### src/rtl/button_pulse_gen.sv
// Debounced single-cycle press pulses for the up/down pushbuttons (bU/bD).
// Define AUTO_REPEAT_EN to add hold-to-repeat pulses; without it a held button yields one pulse.
module button_pulse_gen #(
  parameter int DEBOUNCE_CYC  = 250000,
  parameter int REPEAT_DELAY  = 50000000,
  parameter int REPEAT_PERIOD = 15000000
) (
  input  logic clk,
  input  logic sw_on,
  input  logic raw_u,
  input  logic raw_d,
  output logic bU,
  output logic bD
);

  localparam int MAX_A = (DEBOUNCE_CYC > REPEAT_DELAY) ? DEBOUNCE_CYC : REPEAT_DELAY;
  localparam int MAX_P = (MAX_A > REPEAT_PERIOD) ? MAX_A : REPEAT_PERIOD;
  localparam int CW    = $clog2(MAX_P + 1);

  localparam logic [CW-1:0] ZERO_C = {CW{1'b0}};
  localparam logic [CW-1:0] ONE_C  = CW'(32'd1);
  localparam logic [CW-1:0] DEB_C  = CW'(DEBOUNCE_CYC);

  typedef enum logic [1:0] {
    IDLE = 2'd0,
    ARM  = 2'd1,
    HELD = 2'd2,
    REL  = 2'd3
  } state_t;

  function automatic logic [CW-1:0] sat_inc(input logic [CW-1:0] v);
    if (v == {CW{1'b1}}) begin
      return v;
    end else begin
      return v + ONE_C;
    end
  endfunction

  logic [1:0] raw_s;
  logic [1:0] pulse_s;

  assign raw_s = {raw_d, raw_u};
  assign bU    = pulse_s[0];
  assign bD    = pulse_s[1];

  // Index 0 is the up channel, index 1 the down channel; nothing crosses between them.
  for (genvar c = 0; c < 2; c++) begin : g_chan
    logic          sync1_r;
    logic          sync2_r;
    state_t        state_r;
    state_t        state_s;
    logic [CW-1:0] count_r;
    logic [CW-1:0] count_s;
    logic          fire_s;
    logic          pulse_r;
    logic          rep_fire_s;

    // two-flop synchronizer on the asynchronous button input
    always_ff @(posedge clk) begin
      if (!sw_on) begin
        sync1_r <= 1'b0;
        sync2_r <= 1'b0;
      end else begin
        sync1_r <= raw_s[c];
        sync2_r <= sync1_r;
      end
    end

    // state, debounce count and registered pulse
    always_ff @(posedge clk) begin
      if (!sw_on) begin
        state_r <= IDLE;
        count_r <= ZERO_C;
        pulse_r <= 1'b0;
      end else begin
        state_r <= state_s;
        count_r <= count_s;
        pulse_r <= fire_s;
      end
    end

    // next state: a level is accepted only after DEBOUNCE_CYC+1 consecutive agreeing samples
    always_comb begin
      state_s = state_r;
      count_s = count_r;
      case (state_r)
        IDLE: begin
          if (sync2_r) begin
            state_s = ARM;
            count_s = ONE_C;
          end else begin
            count_s = ZERO_C;
          end
        end
        ARM: begin
          if (!sync2_r) begin
            state_s = IDLE;
            count_s = ZERO_C;
          end else if (count_r == DEB_C) begin
            state_s = HELD;
            count_s = ZERO_C;
          end else begin
            count_s = sat_inc(count_r);
          end
        end
        HELD: begin
          if (!sync2_r) begin
            state_s = REL;
            count_s = ONE_C;
          end else begin
            count_s = ZERO_C;
          end
        end
        REL: begin
          if (sync2_r) begin
            state_s = HELD;
            count_s = ZERO_C;
          end else if (count_r == DEB_C) begin
            state_s = IDLE;
            count_s = ZERO_C;
          end else begin
            count_s = sat_inc(count_r);
          end
        end
        default: begin
          state_s = IDLE;
          count_s = ZERO_C;
        end
      endcase
    end

    // output decode: press acceptance or a repeat tick
    always_comb begin
      fire_s = 1'b0;
      if ((state_r == ARM) && sync2_r && (count_r == DEB_C)) begin
        fire_s = 1'b1;
      end else if (rep_fire_s) begin
        fire_s = 1'b1;
      end else begin
        fire_s = 1'b0;
      end
    end

`ifdef AUTO_REPEAT_EN
    localparam logic [CW-1:0] DLY_C = CW'(REPEAT_DELAY);
    localparam logic [CW-1:0] PER_C = CW'(REPEAT_PERIOD);

    logic [CW-1:0] rcnt_r;
    logic [CW-1:0] rcnt_s;
    logic          rphase_r;
    logic          rphase_s;
    logic          rep_hit_s;

    // rphase_r low: waiting out the initial delay; high: periodic repeats
    assign rep_hit_s  = rphase_r ? (rcnt_r == PER_C) : (rcnt_r == DLY_C);
    assign rep_fire_s = (state_r == HELD) && sync2_r && rep_hit_s;

    // repeat counter next value; every (re)entry into HELD restarts the delay phase
    always_comb begin
      rcnt_s   = rcnt_r;
      rphase_s = rphase_r;
      if ((state_s == HELD) && (state_r != HELD)) begin
        rcnt_s   = ONE_C;
        rphase_s = 1'b0;
      end else if (state_s == HELD) begin
        if (rep_hit_s) begin
          rcnt_s   = ONE_C;
          rphase_s = 1'b1;
        end else begin
          rcnt_s   = sat_inc(rcnt_r);
          rphase_s = rphase_r;
        end
      end else begin
        rcnt_s   = ZERO_C;
        rphase_s = 1'b0;
      end
    end

    // repeat counter register
    always_ff @(posedge clk) begin
      if (!sw_on) begin
        rcnt_r   <= ZERO_C;
        rphase_r <= 1'b0;
      end else begin
        rcnt_r   <= rcnt_s;
        rphase_r <= rphase_s;
      end
    end
`else
    assign rep_fire_s = 1'b0;
`endif

    assign pulse_s[c] = pulse_r;
  end

endmodule

### config.mk
export PLATFORM = sky130hd
export DESIGN_NAME = button_pulse_gen
export DESIGN_NICKNAME = d
export VERILOG_FILES = /design/src/rtl/button_pulse_gen.sv
export SDC_FILE = /design/constraint.sdc
export NUM_CORES = 1
export LEC_CHECK = 0
export CAP_MARGIN = 0
export CORE_ASPECT_RATIO = 1.25
export CORE_UTILIZATION = 35
export DETAILED_ROUTE_END_ITERATION = 7
export GPL_ROUTABILITY_DRIVEN = 0
export HOLD_SLACK_MARGIN = 0.05
export SLEW_MARGIN = 10
export SYNTH_ARGS = -nofsm -noshare
export SYNTH_HDL_FRONTEND = slang
export SYNTH_SLANG_ARGS = --single-unit
### constraint.sdc
create_clock -name clk -period 3.15 [get_ports clk]
set_clock_uncertainty 0.1 [all_clocks]
set_input_delay 0.4725 -clock clk [delete_from_list [all_inputs] [get_ports clk]]
set_output_delay 0.4725 -clock clk [all_outputs]
set_load 0.01 [all_outputs]
# --- Yosys cells after proc, flatten, opt, wreduce, memory -nomap -nowiden ---
# Cells that the tools add are included.
totals:
  reg_bits: 62
  inputBits: 4
  output_inout_bits: 2
op_classes:
  add_sub_neg: 2
  eq_ne: 18
  mux: 30
  reduce_logical: 8
ops:
  columns: ["cell", "n"]
  rows:
  - ["26-bit 2-to-1 mux", 8]
  - ["26-bit case mux with 4 select lines", 2]
  - ["26-bit by 1-bit adder with 26-bit output, second input constant", 2]
  - ["26-bit by 18-bit equality test with 1-bit output, second input constant", 2]
  - ["26-bit equality test, second input constant", 2]
  - ["2-bit 2-to-1 mux", 12]
  - ["2-bit case mux with 4 select lines", 2]
  - ["3-bit != test, second input constant", 4]
  - ["2-bit equality test, second input constant", 4]
  - ["2-bit != test, second input constant", 4]
  - ["4-bit AND reduction", 2]
  - ["1-bit 2-to-1 mux", 6]
  - ["2-bit by 1-bit equality test with 1-bit output, second input constant", 2]
  - ["1-bit logical AND", 4]
  - ["2-bit logical NOT", 2]

# --- Longest topological paths before layout ---
logic_depth:
  depth_word: 5
  mapped_depth: 8
  depth_no_buf: 7

# --- Worst setup path after synthesis ---
# Ideal clock, no wire load.
synth_path:
  kind: "flip-flop to flip-flop"
  startpoint: "register g_chan[1].count_r[0]"
  endpoint: "register g_chan[1].count_r[14]"
  setup_time_ns: 0.115
  arrival_time_ns: 1.831
  required_time_ns: 2.935
  setup_slack_ns: 1.104
  path_stages_with_launch: 9
  path_buffers: 2
  synth_period_minus_slack_ns: 2.046
  path_cell_list: "dfxtp_1 inv_1 ha_1 or4b_2 nor3_2 a21o_2 buf_6 buf_6 nor2_1"
synth_via:
  elab_chain_cells: 5
  elab_cells_between_ends: 8
  cone_classes: "add/sub: 1; eq/ne: 2; mux: 5"
synth_lines:
  columns: ["element", "line", "source"]
  rows:
  - ["start: declaration", "52", "logic [CW-1:0] count_r;"]
  - ["start signal: assignment", "77", "count_r <= count_s;"]
  - ["26-bit by 1-bit adder with 26-bit output / 26-bit equality test (equally long branches)", "35, 32", null]
  - ["26-bit 2-to-1 mux", "32", "if (v == {CW{1'b1}}) begin"]
  - ["26-bit 2-to-1 mux (*)", "118", "end else if (count_r == DEB_C) begin"]
  - ["26-bit 2-to-1 mux (on tied branches)", "115, 96", null]
  - ["26-bit case mux with 4 select lines (*)", "86", "case (state_r)"]
# Every way passes the cells marked *; elsewhere a longest branch is shown, timed or not.
# A chain may end at the register's enable or synchronous reset.

# --- Final worst setup path ---
layout_path:
  startpoint: "register g_chan[1].count_r[0]"
  endpoint: "register g_chan[1].count_r[3]"
# The elaborated chain is that of the path after synthesis.

==> flow_summary.yaml <==
detailed_routing:
  vias_per_cell: 5.50
  routedWlPerCell_um: 14.6
  drc: 0
  drt-initial-drc-count: 100
  drt_wl_total_um: 7580
  drtAntennaViolNets: 0
  drt-pass1-iter-count: 5
  vias: 2866
job:
  cap_violations: 0
sta:
  report.final.slew_viol_count: 0
  maxSlewHeadroom: 0.449
  hold_viol_final: 0
  layout_min_cycle_time_ps: 2360
  rsz0062_at_grt: "no"
  setup_viol: 0
  tightestPinTransition_ps: 820
  fmax_ghz: 0.424
  finalSetupTns_ps: 0
  finalCritPeriodShare: 0.748
yosys:
  yosys_warnings: 0
  syn_inst: 387
  syn_nets: 395
  synth_edf_count: 0
  async_flop_share: 0
  synthesis.area_um2: 3330
  syn_area_per_cell_um2: 8.60
  netlist-cell-type-count: 63
  yosys.area.top_type: "dfxtp_1"
  synthFlopType: "dfxtp_1"
  synth.top_cell.area_share: 0.373
  ys_ff_latch: 62
  synthTopCellsByArea: "dfxtp_1, nor2_1, xnor2_1"
  yosysSeqAreaShare: 0.373
hold_path:
  min_to: "g_chan[1].sync2_r$_SDFF_PN0_"
  hold_start: "g_chan[1].sync1_r$_SDFF_PN0_"
  hold_class: "reg -> reg"
  hold_depth: 1
clock_tree:
  cts.sinks: 62
  cts_tree: "done"
  clkSlewWorstSetupHoldPaths_ps: 60
  numCtsBuffers: 9
  cts_htree_levels: 3
  hold_buffers: 0
  clockBufferDepth: 2
  clock_latency_ps: 330
  clockRootBuffer: "clkbuf_16"
  ctsResizeCount: 0
  cts_setup_buffers: 0
placed_design:
  hpwl_um: 5410
  numPortBuffers: 5
floorplan:
  die_h_um: 111
  row_count: 39
  ioPinCount: 6
  core_area_um2: 9170
  die_area_um2: 9900
  start_util: 0.363
  die_w_um: 89.2
outcome:
  status: "completed"
grt:
  grt_pass1_wl_um: 13100
  grt_overflow_total: 0
  antenna_found_initial: 0
  grt_max_degree: 25
  grt_pass1_vias: 2775
  grt_use_total: 0.169
critical_path:
  rr_startpoint: "g_chan[1].count_r[0]$_SDFF_PN0_"
  endpoint_kind: "flip-flop"
  start_kind: "flip-flop"
  crit_type: "reg -> reg"
  crit_required_ps: 3270
  reg2reg_depth: 7
  r2r_end: "g_chan[1].count_r[3]$_SDFF_PN0_"
  r2r_slack_ps: 790
  critical_path.max_fanout: 24
  cp.arrival_ps: 2480
pwr:
  power_density_nw_per_um2: 477
  p_leak_nw: 1.23
  total_power_mw: 1.79
  irDropWorstVdd_uv: 285
final_layout:
  area_growth_pct: 13.1
  fill_cells: 981
  n_antenna_cell: 0
  layout.nets: 401
  drive_above_1_share: 0.108
cells in the mapped netlist, drive strengths merged (2+ instances only):
library cell / number
nor4b: 3
o211ai: 8
a211oi: 6
a31oi: 6
or2: 2
clkbuf: 5
a21oi: 20
mux2i: 4
xnor2: 16
and2: 8
dfxtp: 62
nor2: 39
buf: 10
and4: 6
nor3: 16
nor4: 16
nand3: 25
nand2: 32
or4: 13
nor2b: 4
and3: 9
or3: 7
inv: 14
o21ai: 11
nand4: 15
ha: 4
xor2: 8
worst max-delay path: stages, from the launching register on:
cell and delay [ps]:
dfxtp_1 340, inv_1 80, ha_1 130, or4b_2 610
nor3_2 270, a21o_2 460, or4_1 200, nand2_1 50
cell families after synthesis:
family | Yosys count | share of synthesized area
and+or+nand+nor | 199 | 0.361
muxes | 5 | 0.0154
AOI/OAI and AO/OA | 64 | 0.125
buffers and inverters | 29 | 0.0478
adders and majority gates | 4 | 0.0150
xor gates and xnor gates | 24 | 0.0632
DFF | 62 | 0.373
layout by cell type, fill, tap and decap left out, types with 2 or more instances in the layout:
master / instances
o21ai_0: 8
nor4_1: 11
or3_1: 7
nand4_1: 13
buf_4: 5
and4_1: 4
clkinvlp_4: 3
dfxtp_1: 62
clkdlybuf4s50_1: 5
nand2_1: 31
or4_1: 12
nor4b_1: 3
o21ai_1: 2
a31oi_1: 6
and2_1: 8
a21oi_1: 20
or2_2: 2
mux2i_1: 4
and3_1: 8
nor2_1: 39
nor4_4: 4
nor3_1: 14
a211oi_1: 6
clkbuf_16: 9
xnor2_1: 16
xor2_1: 8
clkinv_4: 2
nand3_1: 23
ha_1: 4
inv_1: 14
nor2b_1: 4
o211ai_1: 8
through the flow:
step | std cells | util | setup WS (ps) | cell area, um2 | hold slack [ps]
floorplan | 387 | - | 1100 | 3330 | 312
global placement | 505 | 0.377 | 836 | 3460 | 315
detailed placement | 505 | 0.377 | 774 | 3460 | 328
CTS | 521 | 0.410 | 773 | 3760 | 342
global route | 521 | 0.410 | 662 | 3760 | 368
finish | 521 | 0.410 | 793 | 3760 | 336
registers in the layout (all words and copies together), names as in the netlist, named ones only:
register / count
bD: 1
bU: 1
g_chan.count_r: 52
g_chan.state_r: 2
g_chan.sync1_r: 2
g_chan.sync2_r: 2
report_power, final:
| part | switching [mW] | total (mW) | internal (mW) |
|---|---|---|---|
| combinational | 0.00626 | 0.0149 | 0.00863 |
| clock | 0.376 | 0.988 | 0.613 |
| sequential | 0.00278 | 0.791 | 0.788 |
| total | 0.385 | 1.79 | 1.41 |
how the worst max path moves through the flow:
| stage | from | endpoint | slack [ps] | cells past startpoint |
|---|---|---|---|---|
| 2_1_floorplan | g_chan[1].count_r[0]$_SDFF_PN0_ | g_chan[1].count_r[14]$_SDFF_PN0_ | 1100 | 8 |
| 3_3_place_gp | sw_on | g_chan[1].count_r[17]$_SDFF_PN0_ | 840 | 6 |
| 3_5_place_dp | sw_on | g_chan[1].count_r[3]$_SDFF_PN0_ | 770 | 6 |
| 4_1_cts | g_chan[1].count_r[0]$_SDFF_PN0_ | g_chan[1].count_r[3]$_SDFF_PN0_ | 770 | 7 |
| 5_1_grt | g_chan[1].count_r[0]$_SDFF_PN0_ | g_chan[1].count_r[3]$_SDFF_PN0_ | 660 | 7 |
| 6_report | g_chan[1].count_r[0]$_SDFF_PN0_ | g_chan[1].count_r[3]$_SDFF_PN0_ | 790 | 7 |
layout make-up:
cell class / count / area (um2) / share of cell area
Multi-Input combinational cell: 296 / 1930 / 0.512
Sequential cell: 62 / 1240 / 0.330
Clock buffer: 9 / 225 / 0.0599
Tap cell: 123 / 154 / 0.0409
Timing Repair Buffer: 10 / 87.6 / 0.0233
Clock inverter: 7 / 75.1 / 0.0200
Inverter: 14 / 52.6 / 0.0140
layer usage:
layer	part of all wire	vias to the layer above	track usage
met4	0.021	0	0.0836
li1	-	1447	-
met1	0.44	1362	0.197
met2	0.51	42	0.289
met5	0	-	0
met3	0.030	15	0.0320
Note: power is estimated with default switching activity, not from simulation.
